### config.mk
export PLATFORM = sky130hd
export DESIGN_NAME = heap_array_allocator
export DESIGN_NICKNAME = d
export VERILOG_FILES = /design/src/rtl/heap_array_allocator.sv
export SDC_FILE = /design/constraint.sdc
export NUM_CORES = 2
export LEC_CHECK = 0
export CAP_MARGIN = 5
export CORE_MARGIN = 2
export CORE_UTILIZATION = 50
export DETAILED_ROUTE_END_ITERATION = 7
export PLACE_DENSITY = 0.69
export REMOVE_ABC_BUFFERS = 1
export SLEW_MARGIN = 20
export SYNTH_ARGS = -nofsm -noshare
export SYNTH_HDL_FRONTEND = slang
export SYNTH_SLANG_ARGS = --single-unit
### constraint.sdc
create_clock -name clock -period 7.2 [get_ports clock]
set_input_delay 2.16 -clock clock [delete_from_list [all_inputs] [get_ports clock]]
set_output_delay 2.16 -clock clock [all_outputs]
set_load 0.05 [all_outputs]
### src/rtl/heap_array_allocator.sv
// ---------------------------------------------------------------------------
// heap_array_allocator
//
// Hardware heap for the zero VM. Owns N_ARRAYS fixed-size areas of N_AREA
// words each and executes one array operation at a time behind a valid/ready
// request port. Freed array ids are recycled through a LIFO stack. A
// high-water count of fresh allocations is kept next to the live count.
//
// Ports
//   clock      in   1        rising-edge clock
//   reset      in   1        asynchronous, active-low
//   req_valid  in   1        request present
//   req_ready  out  1        block can accept a request (registered)
//   req_op     in   3        0 ARRAY 1 FREE 2 READ 3 WRITE 4 PUSH 5 POP 6 SIZE
//   req_array  in   AW       target array id (ignored for ARRAY)
//   req_index  in   IW       element index (READ/WRITE)
//   req_data   in   WIDTH    write/push data
//   rsp_valid  out  1        one-cycle result pulse
//   rsp_data   out  WIDTH    id, read/pop value or size; 0 otherwise
//   rsp_error  out  3        0 OK 1 FULL 2 EMPTY 3 BOUND 4 BADARR 5 BADOP
//   allocs     out  AW+1     high-water count of fresh allocations
//   live       out  AW+1     arrays currently allocated
// ---------------------------------------------------------------------------
module heap_array_allocator #(
  parameter int WIDTH    = 12,
  parameter int N_ARRAYS = 20,
  parameter int N_AREA   = 10,
  localparam int AW      = $clog2(N_ARRAYS),
  localparam int IW      = $clog2(N_AREA + 1)
) (
  input  logic             clock,
  input  logic             reset,
  input  logic             req_valid,
  output logic             req_ready,
  input  logic [2:0]       req_op,
  input  logic [AW-1:0]    req_array,
  input  logic [IW-1:0]    req_index,
  input  logic [WIDTH-1:0] req_data,
  output logic             rsp_valid,
  output logic [WIDTH-1:0] rsp_data,
  output logic [2:0]       rsp_error,
  output logic [AW:0]      allocs,
  output logic [AW:0]      live
);

  localparam int DEPTH = N_ARRAYS * N_AREA;
  localparam int HAW   = $clog2(DEPTH);

  typedef enum logic [1:0] {
    IDLE = 2'd0,
    EXEC = 2'd1,
    RESP = 2'd2
  } state_e;

  typedef enum logic [2:0] {
    OP_ARRAY = 3'd0,
    OP_FREE  = 3'd1,
    OP_READ  = 3'd2,
    OP_WRITE = 3'd3,
    OP_PUSH  = 3'd4,
    OP_POP   = 3'd5,
    OP_SIZE  = 3'd6,
    OP_RSVD  = 3'd7
  } op_e;

  localparam logic [2:0] ERR_OK     = 3'd0;
  localparam logic [2:0] ERR_FULL   = 3'd1;
  localparam logic [2:0] ERR_EMPTY  = 3'd2;
  localparam logic [2:0] ERR_BOUND  = 3'd3;
  localparam logic [2:0] ERR_BADARR = 3'd4;
  localparam logic [2:0] ERR_BADOP  = 3'd5;

  state_e            state_q;
  logic              reqReady_q;
  logic              rspValid_q;
  logic [WIDTH-1:0]  rspData_q;
  logic [2:0]        rspError_q;
  logic [AW:0]       allocs_q;
  logic [AW:0]       live_q;

  op_e               op_q;
  logic [AW-1:0]     array_q;
  logic [IW-1:0]     index_q;
  logic [WIDTH-1:0]  data_q;

  logic [AW:0]       stackTop_q;
  logic [AW-1:0]     stack_q [N_ARRAYS];
  logic [N_ARRAYS-1:0] inUse_q;
  logic [IW-1:0]     sizes_q [N_ARRAYS];

  logic [WIDTH-1:0]  heapMem [DEPTH];

  logic              arrInRange;
  logic [AW-1:0]     arrIdx;
  logic              arrOk;
  logic [IW-1:0]     curSize;
  logic [2:0]        errCode;
  logic [IW-1:0]     offset;
  logic              heapWe;
  logic [AW-1:0]     allocId;
  logic              fromStack;
  logic [HAW-1:0]    heapAddr;

  // Decode of the latched request during EXEC: error classification, the
  // heap word touched, and the id an ARRAY op would hand out. Out-of-range
  // ids are folded onto id 0 for indexing and then rejected by arrOk.
  always_comb begin
    arrInRange = (array_q < AW'(N_ARRAYS));
    arrIdx     = arrInRange ? array_q : '0;
    arrOk      = arrInRange && inUse_q[arrIdx];
    curSize    = sizes_q[arrIdx];
    errCode    = ERR_OK;
    offset     = '0;
    heapWe     = 1'b0;
    allocId    = '0;
    fromStack  = 1'b0;
    case (op_q)
      OP_ARRAY: begin
        if (stackTop_q != '0) begin
          fromStack = 1'b1;
          allocId   = stack_q[stackTop_q[AW-1:0] - 1'b1];
        end else if (allocs_q < (AW+1)'(N_ARRAYS)) begin
          allocId = allocs_q[AW-1:0];
        end else begin
          errCode = ERR_FULL;
        end
      end
      OP_FREE: begin
        if (!arrOk) errCode = ERR_BADARR;
      end
      OP_READ, OP_WRITE: begin
        if (!arrOk) begin
          errCode = ERR_BADARR;
        end else if (index_q >= IW'(N_AREA)) begin
          errCode = ERR_BOUND;
        end else begin
          offset = index_q;
          heapWe = (op_q == OP_WRITE);
        end
      end
      OP_PUSH: begin
        if (!arrOk) begin
          errCode = ERR_BADARR;
        end else if (curSize == IW'(N_AREA)) begin
          errCode = ERR_FULL;
        end else begin
          offset = curSize;
          heapWe = 1'b1;
        end
      end
      OP_POP: begin
        if (!arrOk) begin
          errCode = ERR_BADARR;
        end else if (curSize == '0) begin
          errCode = ERR_EMPTY;
        end else begin
          offset = curSize - 1'b1;
        end
      end
      OP_SIZE: begin
        if (!arrOk) errCode = ERR_BADARR;
      end
      default: errCode = ERR_BADOP;
    endcase
    // Product is formed at full heap-address width so the base never wraps.
    heapAddr = HAW'(arrIdx) * HAW'(N_AREA) + HAW'(offset);
  end

  // Heap storage carries no reset; only successful WRITE/PUSH reach it.
  always_ff @(posedge clock) begin
    if (state_q == EXEC && heapWe) begin
      heapMem[heapAddr] <= data_q;
    end
  end

  // Control FSM with all bookkeeping and registered outputs. Errors commit
  // nothing but the response, so the success path is gated on ERR_OK.
  always_ff @(posedge clock or negedge reset) begin
    if (!reset) begin
      state_q    <= IDLE;
      reqReady_q <= 1'b0;
      rspValid_q <= 1'b0;
      rspData_q  <= '0;
      rspError_q <= ERR_OK;
      allocs_q   <= '0;
      live_q     <= '0;
      op_q       <= OP_ARRAY;
      array_q    <= '0;
      index_q    <= '0;
      data_q     <= '0;
      stackTop_q <= '0;
      inUse_q    <= '0;
      for (int i = 0; i < N_ARRAYS; i++) begin
        stack_q[i] <= '0;
        sizes_q[i] <= '0;
      end
    end else begin
      case (state_q)
        IDLE: begin
          rspValid_q <= 1'b0;
          if (req_valid && reqReady_q) begin
            op_q       <= op_e'(req_op);
            array_q    <= req_array;
            index_q    <= req_index;
            data_q     <= req_data;
            reqReady_q <= 1'b0;
            state_q    <= EXEC;
          end else begin
            reqReady_q <= 1'b1;
          end
        end
        EXEC: begin
          state_q    <= RESP;
          rspValid_q <= 1'b1;
          rspError_q <= errCode;
          rspData_q  <= '0;
          if (errCode == ERR_OK) begin
            case (op_q)
              OP_ARRAY: begin
                if (fromStack) stackTop_q <= stackTop_q - 1'b1;
                else           allocs_q   <= allocs_q + 1'b1;
                inUse_q[allocId] <= 1'b1;
                sizes_q[allocId] <= '0;
                live_q           <= live_q + 1'b1;
                rspData_q        <= WIDTH'(allocId);
              end
              OP_FREE: begin
                inUse_q[arrIdx]                 <= 1'b0;
                stack_q[stackTop_q[AW-1:0]]     <= arrIdx;
                stackTop_q                      <= stackTop_q + 1'b1;
                live_q                          <= live_q - 1'b1;
              end
              OP_READ: rspData_q <= heapMem[heapAddr];
              OP_PUSH: sizes_q[arrIdx] <= curSize + 1'b1;
              OP_POP: begin
                sizes_q[arrIdx] <= curSize - 1'b1;
                rspData_q       <= heapMem[heapAddr];
              end
              OP_SIZE: rspData_q <= WIDTH'(curSize);
              default: ;
            endcase
          end
        end
        RESP: begin
          rspValid_q <= 1'b0;
          rspData_q  <= '0;
          rspError_q <= ERR_OK;
          reqReady_q <= 1'b1;
          state_q    <= IDLE;
        end
        default: begin
          state_q    <= IDLE;
          reqReady_q <= 1'b0;
          rspValid_q <= 1'b0;
        end
      endcase
    end
  end

  assign req_ready = reqReady_q;
  assign rsp_valid = rspValid_q;
  assign rsp_data  = rspData_q;
  assign rsp_error = rspError_q;
  assign allocs    = allocs_q;
  assign live      = live_q;

endmodule

Word-level counts from Yosys, hierarchy flattened
Memories as Yosys holds them, arrays and structs flattened. Index checks and enable logic that the tools add are counted.

Register bits after elaboration: 261. Latch bits: 0. RAM bits: 2400. ROM bits: 0. Input bits: 27. Output and inout port bits: 29. Word-level logic and storage cells: 189. Memories: 1.

Add/subtract/negate cells: 9. Multipliers: 1. Div/mod/pow operators: 0. Order comparisons: 14. Eq/ne operators: 11. Shift operators: 0. Multiplexer cells: 65. Bitwise logic cells: 10. Reduce and logical (&&, ||, !) cells: 25.

Memories: heapMem (words 200, bits a word 12, read ports 1, clocked after Yosys merged registers in 0, wr ports 1, RTL line 91) `logic [WIDTH-1:0] heapMem [DEPTH];`.

Operators by type and width (count): one-hot mux 80 bit (3 select lines) (1); bitwise mux 80 bit (2); bitwise mux 100 bit (1); bitwise AND 80 bit (1); inverter 80 bit (1); demux 4 bit (select 5 bit) (2); two-way mux 4 bit (10); one-hot mux 20 bit (2 select lines) (1); one-hot mux 12 bit (3 select lines) (1); two-way mux 5 bit (7); binary-select mux 5 bit (select 5 bit) (1); demux 5 bit (select 5 bit) (1); >= comparator 6 bit (second input constant) (4); inverter 5 -> 6 bit (4); one-hot mux 12 bit (2 select lines) (1); one-hot mux 6 bit (2 select lines) (2); bitwise AND 20 bit (1); binary-select mux 4 bit (select 5 bit) (1); inverter 20 bit (1); OR 20 bit (1); adder 6 x 1 -> 6 bit (second input constant) (3); less-than comparator 6 x 1 -> 1 bit (second input constant) (3); two-way mux 1 bit (16); one-hot mux 3 bit (5 select lines) (1); 41 further kinds (68).

Longest topological paths before layout
Depth in word-level cells: 15. Mapped depth: 35.

Least setup slack after synthesis
Ideal clock, no wire load.

Kind: reg2reg. From: reg array_q[0]. To: mem heapMem[155][0], enable pin. Library setup time: 0.380 ns. Arrival: 6.461 ns. Data required time: 6.820 ns. Setup slack: 0.359 ns. Stages on the path, launching flop included: 31. Path buffers: 10. Period minus slack after synthesis: 6.841 ns. Path through: dfrtp_1 buf_6 buf_12 buf_12 clkbuf_1 mux2i_1 a2bb2oi_1 o221ai_1 o21ai_0 nand2_1 nand3_1 o21ai_1 inv_1 ha_1 inv_1 nor4b_4 or3_1 a31oi_1 ha_1 inv_1 fa_1 clkbuf_1 clkbuf_1 nand2_1 nor2_1 clkbuf_1 clkbuf_1 buf_1 nand2_1 clkbuf_1 nor2_1.

Word-level cells in the longest chain between the ends: 13. Elaborated cells between the ends (all ways): 27. Classes of those cells: add/sub (2); mul (1); order compare (1); eq/ne (1); mux (18); bitwise (1); reduce/logical (3).

Ends and longest elaborated chain: start, declared (RTL line 82) `logic [AW-1:0] array_q;`; start signal, assigned (RTL line 203) `array_q <= req_array;`; branches (longest 13 deep; another with adder 8 x 4 -> 8 bit); end, declared (RTL line 91).

Parallel ways; which one is timed is not known. The select of a mux whose other input is x is not followed.

Worst setup path after layout
From: reg array_q[0]. To: reg rspData_q[11], in the netlist rsp_data[11].

Word-level cells in the longest chain between the ends: 15. Elaborated cells between the ends (all ways): 32. Classes of those cells: add/sub (2); mul (1); order compare (1); eq/ne (1); mux (22); bitwise (1); reduce/logical (3); memory (1).

Ends and longest elaborated chain: less-than comparator 5 bit (RTL line 108) `arrInRange = (array_q < AW'(N_ARRAYS));`; two-way mux 5 bit (RTL line 109) `arrIdx = arrInRange ? array_q : '0;`; inverter 5 -> 6 bit (implied by the code) (RTL line 111) `curSize = sizes_q[arrIdx];`; binary-select mux 4 bit (select 5 bit) (RTL line 111); two-way mux 4 bit (implied by the code) (2 in a row) (RTL line 111); subtractor 4 x 1 -> 4 bit, or another cell as far along (RTL line 157) `offset = curSize - 1'b1;`; two-way mux 4 bit, on equally long branches (RTL line 154, 144); two-way mux 4 bit, on equally long branches (RTL line 152, 142); one-hot mux 4 bit (3 select lines) (RTL line 117) `case (op_q)`; adder 8 x 4 -> 8 bit (RTL line 166) `heapAddr = HAW'(arrIdx) * HAW'(N_AREA) + HAW'(offset);`; memory read (200 x 12 bit); one-hot mux 12 bit (3 select lines) (RTL line 218) `case (op_q)`; two-way mux 12 bit * (RTL line 217) `if (errCode == ERR_OK) begin`; one-hot mux 12 bit (2 select lines) * (RTL line 198) `case (state_q)`; end signal, assigned (RTL line 225) `rspData_q <= WIDTH'(allocId);`; end signal, assigned (RTL line 233) `OP_READ: rspData_q <= heapMem[heapAddr];`; end signal, assigned (RTL line 237) `rspData_q <= heapMem[heapAddr];`; end, declared (RTL line 76) `logic [WIDTH-1:0] rspData_q;`.

Mark *: on every way between the ends. The rest lies on a longest branch, timed or not. The select of a mux whose other input is x is not followed. A chain may end at the register's enable or synchronous reset.

==> summary.md <==
| Metric | Value |
|---|---|
| Status | `finished clean` |
| Slowest CP cell | `fa_4` |
| Reg2reg path depth | `33` |
| Simple-gate share of the synthesized area | `8.864%` |
| Hold Path Class | `reg -> reg` |
| Post-synthesis mux area share | `between 6 and 7%` |
| Number of synthesized flops with an enable pin | `approximately 2,400` |
| Antenna viol nets, final | `0` |
| FF-to-FF Start | `array_q[0]$_DFFE_PN0P_` |
| Synth Warn # | `0` |
| Commonest non-fill, non-tap cell in the layout | `edfxtp_1` |
| Yosys cell types | `a little over 100` |
| Final WL | `364,700 um` |
| Most frequent cells in the layout | `edfxtp_1, nand2_1, buf_4` |
| Die height | `466.5 um` |
| Inst Count DP | `~10,000` |
| Sw frac | `between 40% and 50%` |
| Flop pwr share | `a little under a third` |
| Critical Path Start | `array_q[0]$_DFFE_PN0P_` |
| Hold Path Cell Cnt | `0` |
| GR Util met1 | `between 40% and 50%` |
| Area share of fa/ha/maj cells after synthesis | `less than 1%` |
| Busiest grt layer | `met2` |
| Register area | `between 0.07 and 0.08 mm^2` |
| CP arrival | `around 7.9 ns` |
| Setup TNS | `0 ns` |
| CORE AREA | `0.2123 mm^2` |
| Vias in the first global route | `slightly below 70,000` |
| Logic gate share of total power | `48.5%` |
| Multi-input logic area | `between 0.02 and 0.03 mm^2` |
| Internal power | `between 30 and 40 mW` |
| Share of the synthesized area in the top cell type | `between 60 and 70%` |
| Crit path to | `rsp_data[11]$_DFFE_PN0P_` |
| Residual DRC | `0` |
| Clock Sinks | `roughly 2,700` |
| Flops & latches, synth | `approximately 2,700` |
| Worst endpoint required time | `8.05 ns` |
| Initial Utilization | `around half` |
| Fin cells | `10,990` |
| RSZ-0062 raised after global routing | `no` |
| Tot Pwr | `approximately 66 mW` |
| Synthesized area per cell | `14.74 um^2` |
| Fin. Hold Viols | `0` |
| Synth Instances | `roughly 7,300` |
| Prevailing post-synth register cell | `edfxtp_1` |
| Post-DR vias/cell | `around 6.6` |
| Die ar. | `about 0.22 mm^2` |
| Leakage | `42.81 nW` |
| Fillers | `about 16,000` |
| Placement Cell Area | `approximately 0.12 mm^2` |
| Crit path max fanout | `15` |
| Max Slew Vio Count | `0` |
| GR met2 Demand/Resource | `a little under half` |
| Post-synthesis compound-gate area fraction | `8.649%` |
| Met3 Track Usage GR | `10.18%` |
| Startpoint type of the worst setup path | `flip-flop` |
| Cell area after layout | `0.1270 mm^2` |
| Clock Skews | `between 0.06 and 0.07 ns` |
| Ports | `56` |
| Async S/R FF share, synth | `under 10%` |
| Nets | `8,023` |
| Rows | `between 150 and 200` |
| FMAX | `142.5 MHz` |
| Wirelength per Cell | `~33 um` |
| Critical path's largest stage delay | `around 0.75 ns` |
| CTS H-tree depth | `5` |
| CP Class | `reg -> reg` |
| Largest net degree at the start of global routing | `202` |
| Chip width | `approximately 470 um` |
| Clock power frac | `a little over a fifth` |
| Seq/Total Area, Yosys | `73.49%` |
| Layout cells sized above 1 | `about a fifth` |
| Layout area overhead | `18.71%` |
| Pre-CTS setup slack | `roughly 0.17 ns` |
| GR Util All Layers | `between 30% and 40%` |
| Post-CTS Hold Buffers | `0` |
| Skew-Pair Late Insertion Delay | `roughly 0.96 ns` |
| Synth area leader | `edfxtp_1` |
| Longest Clk Path Bufs | `4` |
| Largest family of logic cells by synthesized area | `simple AND/OR/NAND/NOR gates` |
| Max Cap Viol | `0` |
| Vias | `72,670` |
| Cell Area, Synth | `roughly 0.11 mm^2` |
| Synth Area in XOR/XNOR | `less than 1%` |
| Initial antenna violation count | `21` |
| Worst-margin pin slew | `1.289 ns` |
| Slew Limit Headroom | `14.08%` |
| Hold_ws | `approximately 0.46 ns` |
| Peak supply drop | `between 400 and 500 uV` |
| RR Endpoint | `rsp_data[11]$_DFFE_PN0P_` |
| First-pass GRT wire length | `between 500,000 and 600,000 um` |
| Final GP Congestion | `approximately 1.0` |
| Ranking of synthesized cells by area | `edfxtp_1, dfrtp_1, nand2_1` |
| FF-to-FF setup slack | `~0.18 ns` |
| Crit-path most repeated cell | `buf_4` |
| Post-DP HPWL | `234,900 um` |
| Clock Pin Slew Worst Setup and Hold Paths | `around 0.060 ns` |
| NetSw | `29.01 mW` |
| Final setup margin | `~0.18 ns` |
| First DRT Iteration DRCs | `11,850` |
| Gr ovfl total | `0` |
| PortBufs | `55` |
| Power Density | `about 520 mW/mm^2` |
| CTS Root Cell | `clkbuf_16` |
| Drt first pass iters | `8` |
| CTS tree | `yes` |
| Endpoints failing setup | `0` |
| TritonCTS buffer count | `288` |
| Minimum clock period | `7.017 ns` |
| Final Util | `between 50% and 60%` |
| Crit end category | `flip-flop` |
| Tcrit/Tclk final | `roughly 97%` |
sequential cells by signal, indices dropped and copies added (netlist names), 5 cells and up:
register    cells
sizes_q        80
stackTop_q      6
data_q         12
array_q         5
inUse_q        20
stack_q       100
live            6
heapMem      2400
allocs          6
rsp_data       12
critical path: cells and delay by family, from the launching register on:
family | cells | cell delay, ns
buf+inv | 8 | 1.46
compound gates | 10 | 2.03
fa+ha+maj | 3 | 1.07
flops | 1 | 0.45
mux | 1 | 0.20
simple gates | 11 | 1.71
final cells by class:
| class | count | share of cell area, % |
|---|---|---|
| Tap cell | 2821 | 2.780 |
| Sequential cell | 2661 | 61.95 |
| Inverter | 52 | 0.1547 |
| Timing Repair Buffer | 889 | 7.557 |
| Multi-Input combinational cell | 4070 | 20.67 |
| Clock inverter | 121 | 0.8485 |
| Antenna cell | 17 | 0.03351 |
| Clock buffer | 363 | 6.013 |
how the worst min path moves through the flow:
stage | startpoint | endpoint
finish | allocs[5]$_DFFE_PN0P_ | allocs[5]$_DFFE_PN0P_
CTS | allocs[5]$_DFFE_PN0P_ | allocs[5]$_DFFE_PN0P_
floorplan | stackTop_q[5]$_DFFE_PN0P_ | stackTop_q[5]$_DFFE_PN0P_
detailed placement | allocs[5]$_DFFE_PN0P_ | allocs[5]$_DFFE_PN0P_
global route | allocs[5]$_DFFE_PN0P_ | allocs[5]$_DFFE_PN0P_
global placement | allocs[5]$_DFFE_PN0P_ | allocs[5]$_DFFE_PN0P_
synth_stat cells (17+ instances only):
cell	instances
nor2_1	498
o32ai_1	24
buf_2	78
inv_1	48
mux2_2	162
nand3_1	270
o22a_1	30
or3_1	36
nor2b_1	22
buf_6	23
clkbuf_1	283
o221ai_1	100
edfxtp_1	2400
o211ai_1	29
mux2i_1	288
and3_1	21
nor4_1	38
a32oi_1	48
nand4_1	106
a211oi_1	44
a22o_1	86
buf_4	34
nand2_1	942
a31oi_1	99
dfrtp_1	261
o31ai_1	36
a22oi_1	108
buf_1	48
nor3_1	157
xnor2_1	17
o22ai_1	217
ha_1	30
a21oi_1	133
o21ai_0	212
mux4_2	77
logic make-up after synthesis:
| group | after synthesis |
|---|---|
| adders and majority gates | 34 |
| and+or+nand+nor | 2163 |
| muxes | 527 |
| AOI/OAI and AO/OA | 1315 |
| DFF | 2661 |
| xor gates and xnor gates | 31 |
| buffers and inverters | 524 |
repair_timing:
| item | CTS | global route |
|---|---|---|
| buffers inserted | 0 | 6 |
| resized for setup | 0 | 20 |
| setup endpoints to repair | 0 | 596 |
per-layer routing:
layer  vias to the layer above  wire length, um
met5                         -               85
met2                      5705           157100
met3                      1080            52410
met1                     36270           132400
li1                      29610                -
met4                         8            22780
power groups by stage:
stage	clock network (mW)	logic, mW	registers, mW
5_1_grt	14.7	32.5	20.1
3_5_place_dp	0	30.3	20.4
4_1_cts	14.1	30.5	20.1
2_1_floorplan	0	12.2	21.3
3_3_place_gp	0	30.0	20.4
6_report	14.1	32.2	20.1
No activity file was read; power rests on OpenSTA's default activity.
